File: src/rtl/pipe_ctrl_pkg.sv
// Shared definitions for the pipelined control unit: opcodes, control-word layout
// and a helper that packs the named control fields into a word.
package pipe_ctrl_pkg;

  localparam int unsigned CTRL_W = 9;

  localparam logic [5:0] OP_R    = 6'b000000;
  localparam logic [5:0] OP_JUMP = 6'b000010;
  localparam logic [5:0] OP_JC   = 6'b000011;
  localparam logic [5:0] OP_JZ   = 6'b000100;
  localparam logic [5:0] OP_ADDI = 6'b001000;
  localparam logic [5:0] OP_MOVI = 6'b001001;
  localparam logic [5:0] OP_ANDI = 6'b001100;
  localparam logic [5:0] OP_ORI  = 6'b001101;
  localparam logic [5:0] OP_XORI = 6'b001110;
  localparam logic [5:0] OP_LW   = 6'b100011;
  localparam logic [5:0] OP_SW   = 6'b101011;

  localparam int unsigned CB_REGDST   = 8;
  localparam int unsigned CB_ALUSRC   = 7;
  localparam int unsigned CB_MEMTOREG = 6;
  localparam int unsigned CB_REGWRITE = 5;
  localparam int unsigned CB_MEMREAD  = 4;
  localparam int unsigned CB_MEMWRITE = 3;
  localparam int unsigned CB_BRANCH   = 2;
  localparam int unsigned CB_ALUOP    = 0;  // two bits wide, [1:0]

  typedef logic [CTRL_W-1:0] ctrl_t;

  localparam ctrl_t NOP_CTRL = '0;

  function automatic ctrl_t mk_ctrl(logic reg_dst, logic alu_src, logic mem_to_reg,
                                    logic reg_write, logic mem_read, logic mem_write,
                                    logic branch, logic [1:0] alu_op);
    ctrl_t c;
    c = NOP_CTRL;
    c[CB_REGDST]            = reg_dst;
    c[CB_ALUSRC]            = alu_src;
    c[CB_MEMTOREG]          = mem_to_reg;
    c[CB_REGWRITE]          = reg_write;
    c[CB_MEMREAD]           = mem_read;
    c[CB_MEMWRITE]          = mem_write;
    c[CB_BRANCH]            = branch;
    c[CB_ALUOP+1:CB_ALUOP]  = alu_op;
    return c;
  endfunction

endpackage

File: src/rtl/pipe_ctrl_if.sv
// ID-stage inputs and pipeline control outputs of the control unit, grouped as one bus.
interface pipe_ctrl_if
  import pipe_ctrl_pkg::*;
#(
  parameter int unsigned OPC_W = 6,
  parameter int unsigned REG_W = 5,
  parameter int unsigned CNT_W = 8
);
  logic             hold;
  logic             id_valid;
  logic [OPC_W-1:0] id_opcode;
  logic [REG_W-1:0] id_rs;
  logic [REG_W-1:0] id_rt;
  logic             ex_branch_taken;

  logic             pc_write_en;
  logic             if_id_flush;
  ctrl_t            ex_ctrl;
  ctrl_t            mem_ctrl;
  ctrl_t            wb_ctrl;
  logic             ex_valid;
  logic             mem_valid;
  logic             wb_valid;
  logic             illegal_op;
  logic [CNT_W-1:0] illegal_cnt;

  modport master (
    output hold, id_valid, id_opcode, id_rs, id_rt, ex_branch_taken,
    input  pc_write_en, if_id_flush, ex_ctrl, mem_ctrl, wb_ctrl,
           ex_valid, mem_valid, wb_valid, illegal_op, illegal_cnt
  );

  modport slave (
    input  hold, id_valid, id_opcode, id_rs, id_rt, ex_branch_taken,
    output pc_write_en, if_id_flush, ex_ctrl, mem_ctrl, wb_ctrl,
           ex_valid, mem_valid, wb_valid, illegal_op, illegal_cnt
  );

endinterface

File: src/rtl/ctrl_decode.sv
// Combinational opcode decoder: control word plus an illegal-opcode flag.
module ctrl_decode
  import pipe_ctrl_pkg::*;
#(
  parameter int unsigned OPC_W = 6
) (
  input  logic [OPC_W-1:0] opcode_i,
  output ctrl_t            ctrl_o,
  output logic             illegal_o
);

  always_comb begin
    ctrl_o    = NOP_CTRL;
    illegal_o = 1'b0;
    unique case (opcode_i)
      OPC_W'(OP_R):    ctrl_o = mk_ctrl(1'b1, 1'b0, 1'b0, 1'b1, 1'b0, 1'b0, 1'b0, 2'b10);
      OPC_W'(OP_ADDI),
      OPC_W'(OP_ANDI),
      OPC_W'(OP_ORI),
      OPC_W'(OP_XORI),
      OPC_W'(OP_MOVI): ctrl_o = mk_ctrl(1'b0, 1'b1, 1'b0, 1'b1, 1'b0, 1'b0, 1'b0, 2'b00);
      OPC_W'(OP_JUMP): ctrl_o = mk_ctrl(1'b0, 1'b0, 1'b0, 1'b0, 1'b0, 1'b0, 1'b1, 2'b11);
      OPC_W'(OP_JC),
      OPC_W'(OP_JZ):   ctrl_o = mk_ctrl(1'b0, 1'b0, 1'b0, 1'b0, 1'b0, 1'b0, 1'b1, 2'b00);
      OPC_W'(OP_LW):   ctrl_o = mk_ctrl(1'b0, 1'b1, 1'b1, 1'b1, 1'b1, 1'b0, 1'b0, 2'b00);
      OPC_W'(OP_SW):   ctrl_o = mk_ctrl(1'b0, 1'b1, 1'b0, 1'b0, 1'b0, 1'b1, 1'b0, 2'b00);
      default:         illegal_o = 1'b1;
    endcase
  end

endmodule

File: src/rtl/pipe_ctrl_unit.sv
// Pipelined control unit: decodes ID, carries the control word through EX/MEM/WB,
// inserts load-use bubbles, squashes on taken branches and counts illegal opcodes.
module pipe_ctrl_unit
  import pipe_ctrl_pkg::*;
#(
  parameter int unsigned OPC_W          = 6,
  parameter int unsigned REG_W          = 5,
  parameter int unsigned CNT_W          = 8,
  parameter int unsigned LOAD_USE_STALL = 1
) (
  input logic        clk,
  input logic        rst_n,
  pipe_ctrl_if.slave bus
);

  ctrl_t id_ctrl;
  logic  id_illegal;

  ctrl_decode #(
    .OPC_W (OPC_W)
  ) u_decode (
    .opcode_i  (bus.id_opcode),
    .ctrl_o    (id_ctrl),
    .illegal_o (id_illegal)
  );

  ctrl_t            ex_ctrl_q, ex_ctrl_d, mem_ctrl_q, mem_ctrl_d, wb_ctrl_q, wb_ctrl_d;
  logic             ex_valid_q, ex_valid_d, mem_valid_q, mem_valid_d, wb_valid_q, wb_valid_d;
  logic [REG_W-1:0] ex_rt_q, ex_rt_d;
  logic [CNT_W-1:0] illegal_cnt_q, illegal_cnt_d;

  logic load_use, flush, accept, illegal_acc;

  always_comb begin
    load_use = (LOAD_USE_STALL != 0) && ex_valid_q && ex_ctrl_q[CB_MEMREAD] && bus.id_valid &&
               ((ex_rt_q == bus.id_rs) || (ex_rt_q == bus.id_rt));
    flush       = bus.ex_branch_taken && !bus.hold;
    // Flush beats load_use: the dependent instruction is being squashed anyway.
    accept      = !bus.hold && !flush && !load_use;
    illegal_acc = accept && bus.id_valid && id_illegal;
  end

  always_comb begin
    ex_ctrl_d     = ex_ctrl_q;
    ex_valid_d    = ex_valid_q;
    ex_rt_d       = ex_rt_q;
    mem_ctrl_d    = mem_ctrl_q;
    mem_valid_d   = mem_valid_q;
    wb_ctrl_d     = wb_ctrl_q;
    wb_valid_d    = wb_valid_q;
    illegal_cnt_d = illegal_cnt_q;
    if (!bus.hold) begin
      mem_ctrl_d  = ex_ctrl_q;
      mem_valid_d = ex_valid_q;
      wb_ctrl_d   = mem_ctrl_q;
      wb_valid_d  = mem_valid_q;
      if (accept) begin
        ex_ctrl_d  = bus.id_valid ? id_ctrl : NOP_CTRL;
        ex_valid_d = bus.id_valid;
        ex_rt_d    = bus.id_rt;
      end else begin
        ex_ctrl_d  = NOP_CTRL;
        ex_valid_d = 1'b0;
      end
      if (illegal_acc && (illegal_cnt_q != {CNT_W{1'b1}})) begin
        illegal_cnt_d = illegal_cnt_q + CNT_W'(1);
      end
    end
  end

  always_ff @(posedge clk) begin
    if (!rst_n) begin
      ex_ctrl_q     <= NOP_CTRL;
      mem_ctrl_q    <= NOP_CTRL;
      wb_ctrl_q     <= NOP_CTRL;
      ex_valid_q    <= 1'b0;
      mem_valid_q   <= 1'b0;
      wb_valid_q    <= 1'b0;
      ex_rt_q       <= '0;
      illegal_cnt_q <= '0;
    end else begin
      ex_ctrl_q     <= ex_ctrl_d;
      mem_ctrl_q    <= mem_ctrl_d;
      wb_ctrl_q     <= wb_ctrl_d;
      ex_valid_q    <= ex_valid_d;
      mem_valid_q   <= mem_valid_d;
      wb_valid_q    <= wb_valid_d;
      ex_rt_q       <= ex_rt_d;
      illegal_cnt_q <= illegal_cnt_d;
    end
  end

  always_comb begin
    bus.pc_write_en = !rst_n || (!bus.hold && (flush || !load_use));
    bus.if_id_flush = rst_n && flush;
    bus.illegal_op  = rst_n && illegal_acc;
    bus.ex_ctrl     = ex_ctrl_q;
    bus.mem_ctrl    = mem_ctrl_q;
    bus.wb_ctrl     = wb_ctrl_q;
    bus.ex_valid    = ex_valid_q;
    bus.mem_valid   = mem_valid_q;
    bus.wb_valid    = wb_valid_q;
    bus.illegal_cnt = illegal_cnt_q;
  end

endmodule
File: src/flat_wrapper.sv
// flat-port wrapper written by rule: the top's interface ports become plain ports
module pipe_ctrl_unit_flat import pipe_ctrl_pkg::*;
#(
  parameter int unsigned OPC_W          = 6,
  parameter int unsigned REG_W          = 5,
  parameter int unsigned CNT_W          = 8,
  parameter int unsigned LOAD_USE_STALL = 1
)
  (clk, rst_n, bus_hold, bus_id_valid, bus_id_opcode, bus_id_rs, bus_id_rt, bus_ex_branch_taken, bus_pc_write_en, bus_if_id_flush, bus_ex_ctrl, bus_mem_ctrl, bus_wb_ctrl, bus_ex_valid, bus_mem_valid, bus_wb_valid, bus_illegal_op, bus_illegal_cnt);
  pipe_ctrl_if #(.OPC_W(OPC_W), .REG_W(REG_W), .CNT_W(CNT_W)) bus_i ();
  input logic clk;
  input logic rst_n;
  input wire logic [$bits(bus_i.hold)-1:0] bus_hold;
  input wire logic [$bits(bus_i.id_valid)-1:0] bus_id_valid;
  input wire logic [$bits(bus_i.id_opcode)-1:0] bus_id_opcode;
  input wire logic [$bits(bus_i.id_rs)-1:0] bus_id_rs;
  input wire logic [$bits(bus_i.id_rt)-1:0] bus_id_rt;
  input wire logic [$bits(bus_i.ex_branch_taken)-1:0] bus_ex_branch_taken;
  output wire logic [$bits(bus_i.pc_write_en)-1:0] bus_pc_write_en;
  output wire logic [$bits(bus_i.if_id_flush)-1:0] bus_if_id_flush;
  output wire logic [$bits(bus_i.ex_ctrl)-1:0] bus_ex_ctrl;
  output wire logic [$bits(bus_i.mem_ctrl)-1:0] bus_mem_ctrl;
  output wire logic [$bits(bus_i.wb_ctrl)-1:0] bus_wb_ctrl;
  output wire logic [$bits(bus_i.ex_valid)-1:0] bus_ex_valid;
  output wire logic [$bits(bus_i.mem_valid)-1:0] bus_mem_valid;
  output wire logic [$bits(bus_i.wb_valid)-1:0] bus_wb_valid;
  output wire logic [$bits(bus_i.illegal_op)-1:0] bus_illegal_op;
  output wire logic [$bits(bus_i.illegal_cnt)-1:0] bus_illegal_cnt;
  assign bus_i.hold = bus_hold;
  assign bus_i.id_valid = bus_id_valid;
  assign bus_i.id_opcode = bus_id_opcode;
  assign bus_i.id_rs = bus_id_rs;
  assign bus_i.id_rt = bus_id_rt;
  assign bus_i.ex_branch_taken = bus_ex_branch_taken;
  assign bus_pc_write_en = bus_i.pc_write_en;
  assign bus_if_id_flush = bus_i.if_id_flush;
  assign bus_ex_ctrl = bus_i.ex_ctrl;
  assign bus_mem_ctrl = bus_i.mem_ctrl;
  assign bus_wb_ctrl = bus_i.wb_ctrl;
  assign bus_ex_valid = bus_i.ex_valid;
  assign bus_mem_valid = bus_i.mem_valid;
  assign bus_wb_valid = bus_i.wb_valid;
  assign bus_illegal_op = bus_i.illegal_op;
  assign bus_illegal_cnt = bus_i.illegal_cnt;
  pipe_ctrl_unit #(.OPC_W(OPC_W), .REG_W(REG_W), .CNT_W(CNT_W), .LOAD_USE_STALL(LOAD_USE_STALL)) u_core (.clk(clk), .rst_n(rst_n), .bus(bus_i));
endmodule
File: config.mk
export PLATFORM = sky130hd
export DESIGN_NAME = pipe_ctrl_unit_flat
export DESIGN_NICKNAME = d
export VERILOG_FILES = /design/src/rtl/pipe_ctrl_pkg.sv /design/src/rtl/pipe_ctrl_if.sv /design/src/rtl/ctrl_decode.sv /design/src/rtl/pipe_ctrl_unit.sv /design/src/flat_wrapper.sv
export SDC_FILE = /design/constraint.sdc
export NUM_CORES = 1
export LEC_CHECK = 0
export ABC_AREA = 1
export CORE_AREA = 3 3 111 81
export CTS_BUF_LIST = sky130_fd_sc_hd__clkbuf_4 sky130_fd_sc_hd__clkbuf_8
export DETAILED_ROUTE_END_ITERATION = 8
export DIE_AREA = 0 0 114 84
export PLACE_DENSITY = 0.55
export SYNTH_ARGS = -nofsm -noshare
export SYNTH_HDL_FRONTEND = slang
export SYNTH_SLANG_ARGS = --single-unit
File: constraint.sdc
create_clock -name clk -period 1.95 [get_ports clk]
set_input_delay 0.2925 -clock clk [delete_from_list [all_inputs] [get_ports clk]]
set_output_delay 0.2925 -clock clk [all_outputs]
set_load 0.02 [all_outputs]
Word-level counts from Yosys, hierarchy flattened. Index checks and enable logic that the tools add are counted.

Bits of input ports: 21. Output and inout port bits: 41. Register bits: 43.

Reductions and logical operators: 25. Equal/unequal tests: 13. Bitwise operators: 1. Muxes and demuxes: 5. Add/subtract/negate cells: 1.

Operators with widths (count): case mux 9 bit (6 select lines) (1); == test 6 x 4 -> 1 bit (second input constant) (5); two-way mux 9 bit (2); == test 6 x 2 -> 1 bit (second input constant) (2); == test 6 bit (second input constant) (2); logical AND 1 bit (12); OR reduction 11 bit (1); == test 5 bit (2); adder 8 x 1 -> 8 bit (second input constant) (1); != test 8 bit (second input constant) (1); == test 6 x 3 -> 1 bit (second input constant) (1); logical NOT 6 bit (1); OR reduction 5 bit (1); logical NOT 1 bit (4); AND reduction 2 bit (2); logical OR 1 bit (3); two-way mux 1 bit (2); OR reduction 2 bit (1); inverter 1 bit (1).

Longest topological paths before layout.
Depth after elaboration: 9. Gate-level depth with buffers: 13. Gate-level depth less buffers: 13.

Cells and area by module. Synthesis repeated with hierarchy kept, for this count alone.

Cell total of the unflattened synthesis: 305. Area total of the unflattened synthesis: 2082.0 um^2.

By module, submodules not included: pipe_ctrl_unit (sequential area each 860.8 um^2, area each 1898.1 um^2, cells an instance 270, times used 1); ctrl_decode (sequential area each 0.0 um^2, area each 183.9 um^2, cells an instance 35, times used 1).

Least setup slack after synthesis. OpenSTA, ideal clock, no wires.

Kind: reg2reg. Start: reg u_core.illegal_cnt_q[0], in the netlist u_core.bus.illegal_cnt[0]. End: reg u_core.illegal_cnt_q[0], in the netlist u_core.bus.illegal_cnt[0]. Data required time: 1.837 ns. Arrival time: 1.414 ns. Clock period less this slack: 1.527 ns. Path buffers: 0. Slack: 0.423 ns. Stages on the path, launching flop included: 9. Cell sequence: dfxtp_1 ha_1 inv_1 nor3_1 inv_1 nor3_2 nor2_2 nor2_1 nor2_1.

Longest elaborated chain between the ends: 3.

RTL lines: from (decl) (RTL line pipe_ctrl_unit.sv:30) `logic [CNT_W-1:0] illegal_cnt_q, illegal_cnt_d;`; from (signal assigned) (RTL line pipe_ctrl_unit.sv:89) `illegal_cnt_q <= illegal_cnt_d;`; parallel branches: the longest is 3 deep, another holds adder 8 x 1 -> 8 bit.

Several ways; the timed one is not identified. A chain may end at the register's enable or synchronous reset.

Worst setup path after layout.
Start: in bus_hold. End: out bus_if_id_flush.

Longest elaborated chain between the ends: 3.

RTL lines: from (decl) (RTL line flat_wrapper.sv:13) `input wire logic [$bits(bus_i.hold)-1:0] bus_hold;`; logical NOT 1 bit (RTL line pipe_ctrl_unit.sv:37) `flush = bus.ex_branch_taken && !bus.hold;`; logical AND 1 bit (RTL line pipe_ctrl_unit.sv:37); logical AND 1 bit (RTL line pipe_ctrl_unit.sv:95) `bus.if_id_flush = rst_n && flush;`; to (decl) (RTL line flat_wrapper.sv:20) `output wire logic [$bits(bus_i.if_id_flush)-1:0] bus_if_id_flush;`.

Every way passes these cells.

==> key figures <==
Placement
  – Cell Area, Placed: between 0.002 and 0.003 mm2
  – Routability cong.: 0.826
  – DP HPWL: roughly 4.2 mm
  – IO Port Bufs: 61

Layout
  – Ratio of cells with drive above 1 in the final layout: 0.146
  – Fin area: about 0.003 mm2
  – Final Util: 0.375
  – Number of inserted diodes: 0
  – Final nets: between 300 and 400
  – FILL cells: around 850
  – Area grow syn2layout: 48.3%

Clock tree
  – H-tree levels: 2
  – CTS clk-pin slew, worst paths: 80 ps
  – Clock Path Buffers: 2
  – CTS Root Cell: clkbuf_8
  – CTS sink count: 40
  – CTS tree: done
  – Clk Latency, worst-skew pair: 290 ps
  – TritonCTS Buffers: 5
  – Hold-fix buffers, CTS: 0

Setup path
  – Crit path DAT: roughly 1600 ps
  – Reg-to-Reg Start: u_core.bus.illegal_cnt[0]
  – Reg2reg end: u_core.bus.illegal_cnt[0]
  – Critical path class: primary input to primary output
  – CP Launch Type: primary input
  – R2R depth: 9
  – Launch point of the worst path: bus_hold
  – Worst Setup EP: bus_if_id_flush
  – Worst EP required: approximately 1700 ps
  – Worst Setup End Kind: primary output
  – CP Max Fanout: 4
  – Worst reg2reg setup slack: between 300 and 400 ps

Yosys
  – Sequential share of the synthesized area: 0.401
  – Asr flop ratio synth: 0
  – Main combinational cell family by area after synthesis: simple AND/OR/NAND/NOR gates
  – Synth Net Count: around 320
  – Post-synthesis cell area: approximately 0.002 mm2
  – Commonest cells in the netlist: 71 x nor2_1, 54 x nand2_1, 40 x dfxtp_1
  – EDFF count, synth: 0
  – Synth top area share: 0.401
  – Adder-cell share of the synthesized area: 0.00626
  – Ys Warns: 0
  – Compound-Gate Fraction of Synth Area: 0.106
  – Most numerous cell in the Yosys netlist: nor2_1
  – Commonest register cell after synthesis: dfxtp_1
  – Post-Synth Simple-Gate Area: 0.364
  – XOR/XNOR Fraction of Synth Area: 0.0307
  – Largest cells by area after synthesis: dfxtp_1 40%, nor2_1 13%, nand2_1 10%, o21ai_0 6.5%, inv_1 5.6%
  – Multiplexer share of the synthesized area: 0
  – Mapped Cells: 294
  – Netlist cell types: 28
  – Syn_area_per_cell: 6.80 um2
  – Dominant cell type by area after synthesis: dfxtp_1
  – #FFs+latches synth: 40

Global routing
  – GRT Total Usage: 0.113
  – First-pass GRT wire length: 8.71 mm
  – Remaining Overflow, GRT: 0
  – Vias in the first global route: 1810
  – Initial antenna violation count: 0
  – Largest net degree at the start of global routing: 30

Routing
  – Met2 WL: 2.20 mm
  – TritonRoute pass-1 iters: 4
  – Routed vias: between 1500 and 2000
  – # DRC: 0
  – M1 WL: ~2.8 mm
  – Final ANT Viol Nets: 0
  – DRT Wirelength: around 5.4 mm
  – Initial DRC count: 71
  – Top routing layer in use: met4
  – Vias per inst: between 4 and 5
  – Met3 routed WL: between 200 and 300 um
  – Drt wl/cell: ~11 um

Pwr
  – Tot Pwr: roughly 1800 uW
  – Worst vdd ir: roughly 0.29 mV
  – Pleak: around 0.0014 uW
  – Pwr Density: approximately 610 mW/mm2

Status
  – Outcome: finished clean

Timing
  – TNS Setup: 0 ps
  – Finish-stage setup viols: 0
  – Hold Vio Cnt, Final: 0
  – Fmax: approximately 0.54 GHz
  – Final Critical Period: between 1500 and 2000 ps
  – Worst slew pin tran: around 480 ps
  – Slew HR: 0.680
  – Clock skew: ~7 ps
  – Tcrit/Tclk final: 0.949
  – RSZ-0062 raised after global routing: yes
  – Fin. max-slew vios: 0

Job
  – Maxcap violations: 0

Die
  – Num rows: 27
  – Initial Util: 0.253
  – Die H: 84 um
  – # IOs: just over 60
  – Horiz. Die Dim: 114 um
  – Die area: 0.00958 mm2
  – Core ar.: around 0.0079 mm2

Min path
  – Hold crit path type: primary input to flip-flop
==> per-stage QoR <==
stage               worst slack, ps  instances  hold slack, ps
finish                         99.4        472             332
global route                  -1.94        472             360
CTS                            24.4        472             489
detailed placement             -547        464             476
global placement               -493        464             465
floorplan                       423        294             453
==> sequential cells by signal (all words and copies together) (netlist names) <==
signal	count
u_core.bus.ex_ctrl	8
u_core.bus.ex_valid	1
u_core.bus.illegal_cnt	8
u_core.bus.mem_ctrl	8
u_core.bus.mem_valid	1
u_core.bus.wb_ctrl	8
u_core.bus.wb_valid	1
u_core.ex_rt_q	5
==> kinds of logic (layout without fill, tap and decap cells) <==
group / Yosys count / count (layout)
buffers and inverters: 44 / 121
and+or+nand+nor: 160 / 160
AOI/OAI and AO/OA: 42 / 42
DFF: 40 / 40
adders and majority gates: 1 / 1
xor gates and xnor gates: 7 / 7
==> per-layer routing <==
metal	GRT usage	up-vias
met5	0	-
met3	0.0268	4
li1	-	1069
met2	0.168	43
met4	0.0324	0
met1	0.162	872
==> area by class of cell <==
cell class	instances	area, um2	area share
clock buffers	6	82.6	0.0278
repair buffers	81	785	0.265
clock inverters	2	15.0	0.00506
flip-flops and latches	40	801	0.270
well taps	101	126	0.0426
inverters	32	120	0.0405
multi-input cells	210	1040	0.349
==> cells in the final DEF, fill, tap and decap left out <==
| cell | n |
|---|---|
| ha_1 | 1 |
| buf_6 | 2 |
| xnor2_1 | 2 |
| nand3_1 | 12 |
| nor3_2 | 1 |
| nor4_1 | 1 |
| inv_1 | 30 |
| clkbuf_8 | 6 |
| or2_1 | 1 |
| buf_4 | 19 |
| dfxtp_1 | 40 |
| nand3_4 | 1 |
| nand2_1 | 54 |
| xor2_1 | 5 |
| nand2_2 | 2 |
| nand2_4 | 2 |
| nor2_4 | 3 |
| nor2_1 | 66 |
| dlymetal6s2s_1 | 6 |
| inv_2 | 2 |
| nand3_2 | 5 |
| clkinvlp_4 | 2 |
| o21ai_0 | 26 |
| clkdlybuf4s50_1 | 48 |
| buf_12 | 1 |
| o211ai_1 | 1 |
| nor3_1 | 1 |
| nor2_2 | 7 |
| a21oi_1 | 15 |
| nand4_2 | 1 |
| dlygate4sd2_1 | 5 |
| nand4_1 | 3 |
==> timing repair <==
item	4_1_cts	5_1_grt
resized for setup	15	15
setup buffers	0	0
setup endpoints to repair	3	2
pin swaps	1	8
==> power breakdown <==
part | total, uW | leakage (uW) | switching (uW) | internal, uW
sequential | 878 | 0.000327 | 27.0 | 851
combinational | 346 | 0.000997 | 185 | 161
clock | 583 | 0.0000434 | 296 | 286
==> worst max-delay path, cell delays in order <==
cell and delay [ps]:
clkdlybuf4s50_1 460, buf_4 160, inv_1 100, nand2_1 90
nor2_1 90, dlygate4sd2_1 370
==> worst min path at each step <==
stage | from | to | slack (ps) | depth (start not counted)
after floorplan | bus_id_valid | u_core.bus.ex_ctrl[1] | 450 | 2
after global routing | bus_id_rt[2] | u_core.ex_rt_q[2] | 360 | 3
final | bus_id_rt[2] | u_core.ex_rt_q[2] | 330 | 3
after global placement | u_core.bus.wb_ctrl[0] | u_core.bus.wb_ctrl[0] | 460 | 2
after CTS | u_core.bus.ex_ctrl[5] | u_core.bus.ex_ctrl[5] | 490 | 2
after detailed placement | u_core.bus.wb_ctrl[7] | u_core.bus.wb_ctrl[7] | 480 | 2
Power figures use the tool's default switching activity.
==> edit: new RTL, same flow settings <==
`LOAD_USE_STALL` is set to 1 in 2 places; all go to 0.
--- a/src/rtl/pipe_ctrl_unit.sv
+++ b/src/rtl/pipe_ctrl_unit.sv
@@ -6,7 +6,7 @@
   parameter int unsigned OPC_W          = 6,
   parameter int unsigned REG_W          = 5,
   parameter int unsigned CNT_W          = 8,
-  parameter int unsigned LOAD_USE_STALL = 1
+  parameter int unsigned LOAD_USE_STALL = 0
 ) (
   input logic        clk,
   input logic        rst_n,
--- a/src/flat_wrapper.sv
+++ b/src/flat_wrapper.sv
@@ -4,7 +4,7 @@
   parameter int unsigned OPC_W          = 6,
   parameter int unsigned REG_W          = 5,
   parameter int unsigned CNT_W          = 8,
-  parameter int unsigned LOAD_USE_STALL = 1
+  parameter int unsigned LOAD_USE_STALL = 0
 )
   (clk, rst_n, bus_hold, bus_id_valid, bus_id_opcode, bus_id_rs, bus_id_rt, bus_ex_branch_taken, bus_pc_write_en, bus_if_id_flush, bus_ex_ctrl, bus_mem_ctrl, bus_wb_ctrl, bus_ex_valid, bus_mem_valid, bus_wb_valid, bus_illegal_op, bus_illegal_cnt);
   pipe_ctrl_if #(.OPC_W(OPC_W), .REG_W(REG_W), .CNT_W(CNT_W)) bus_i ();
Function: changed (Yosys sat finds a counterexample within 4 cycles, from zero or initial values and one cycle with rst_n low).
==> edit against the unedited design <==
  * Via count shrank 24%
  * Cell area shrank 18%
  * Non-clock buffer count shrank 14
  * Synthesized area shrank 20%
  * Wire length shrank 22%
  * Sequential cell count shrank 5
  * Total power shrank 16%
  * Worst setup slack lost 0.024 ns
  * Critical path type unchanged
  * Highest routed layer unchanged
==> edit: results (changes against the unedited design) <==
global_routing:
  use_met1_pct: 12.8  # -3.4 points
  grt_pass1_vias: 1507  # -17%
  grt.total_usage_pct: 9.33  # -2.0 points
  grt_start_max_net_pins: 23  # -23%
  met2_usage_pct: 13.7  # -3.1 points
  grt_util_met3_pct: 2.10  # -0.58 points
  grt_pass1_wl_mm: 7.26  # -17%
setup_path:
  worstPathArrival_ns: 1.58  # +0.02 ns
  crit_start: "bus_id_opcode[5]"
  cp_slowest_stage_delay_ns: 0.52  # +0.06 ns
  r2r_slack_ns: 0.44  # +0.07 ns
  cp_max_fo: 5  # +1
detailed_routing:
  wl_met1_mm: 2.19  # -22%
  wire_per_inst_um: 10.9  # -3.7%
  routed-wl-met3_um: 236  # -19%
  drt_iter0_drc: 65  # -8.5%
  routed.top_layer: "met4"
  dr_wl_met2_mm: 1.67  # -24%
  vias_per_cell: 3.97  # -5.8%
final_layout:
  fillerInstances: 871  # +2.7%
  final_layout_size_suffix_gt1_share_pct: 15.2  # +0.69 points
  layout.nets: 303  # -23%
sta:
  max_slew_margin_pct: 57.6  # -10 points
  hold-worst-slack_ns: 0.478  # +0.146 ns
  finalClockSkew_ns: 0.00789  # +0.000788 ns
logic_synthesis:
  synthesis.nets: 239  # -24%
  ys_warn_count: 0  # unchanged
  synth-seq-area-share_pct: 43.5  # +3.5 points
  yosys-top-cells-count: "41 x nor2_1, 35 x dfxtp_1, 30 x nand2_1, 23 x inv_1, 21 x o21ai_0"
  synth_area_leaders: "dfxtp_1 44%, nor2_1 9.6%, nand2_1 7.0%"
  synth-xor-area-share_pct: 1.63  # -1.4 points
  synth_cell_type_count: 25  # -11%
  synth_async_sr_flop_share_pct: 0  # unchanged
  synth_fa_ha_area_share_pct: 0.778  # +0.15 points
  synth_compound_area_share_pct: 13.0  # +2.3 points
pwr:
  p_sw_w: 0.000417  # -18%
  p_leak_nw: 1.01  # -26%
  p_seq_w: 0.000753  # -14%
  peakVddDrop_mv: 0.252  # -14%
clock_tree:
  clkLatencyLatePin_ns: 0.29  # about the same
hold_path:
  hold_path.class: "flip-flop to flip-flop"
  hold_depth: 2  # -1
  min_from: "u_core.bus.ex_ctrl[8]"
  holdPathEnd: "u_core.bus.mem_ctrl[8]"
status:
  status: "completed"
placement:
  dpl_cell_area_um2: 2310  # -19%
  port_buffers: 51  # -16%
  post-dp-hpwl_mm: 3.28  # -22%
  gp_congestion: 0.851  # +3.0%
[edit: changes by cell type after synthesis, moves of 3 or more]
cell     unedited run  this run
nand2_1            54        30
a21oi_1            15        12
o21ai_0            26        21
nor2_1             71        41
dfxtp_1            40        35
nand4_1             3         9
inv_1              30        23
o22ai_1             0         3
[edit: stage by stage]
step           total power, W  setup TNS, ns  cells  setup slack [ns]
6_report              0.00151              0    383            0.0755
5_1_grt               0.00160       -0.00250    383          -0.00250
4_1_cts               0.00155              0    383            0.0229
3_5_place_dp         0.000997         -0.647    375            -0.470
3_3_place_gp         0.000994         -0.623    375            -0.446
2_1_floorplan        0.000885              0    217             0.478
[edit: what timing repair did]
item	in CTS	in global routing
hold endpoints to repair	0	0
pin swaps	0	0
gates resized for setup	8	9
endpoints found under the setup margin	3	1
hold buffers	0	0
[edit: worst min-delay path, cell delays in order (launching register included)]
cell and delay (ns):
dfxtp_1 0.31, inv_1 0.07, a21oi_1 0.06
[edit: how the worst max path moves through the flow]
stage | endpoint | cells after the start | slack [ns]
floorplan | u_core.bus.illegal_cnt[6] | 9 | 0.48
global placement | bus_illegal_op | 10 | -0.45
detailed placement | bus_illegal_op | 10 | -0.47
CTS | bus_illegal_op | 10 | 0.02
global route | bus_illegal_op | 8 | -0.003
finish | bus_illegal_op | 8 | 0.08
[edit: final cells by class]
| class | count | area, um2 | area share, % |
|---|---|---|---|
| multi-input cells | 146 | 773 | 31.8 |
| flip-flops and latches | 35 | 701 | 28.9 |
| repair buffers | 67 | 638 | 26.3 |
| well taps | 101 | 126 | 5.20 |
| inverters | 26 | 97.6 | 4.02 |
| clock buffers | 5 | 68.8 | 2.83 |
| clock inverters | 3 | 23.8 | 0.979 |
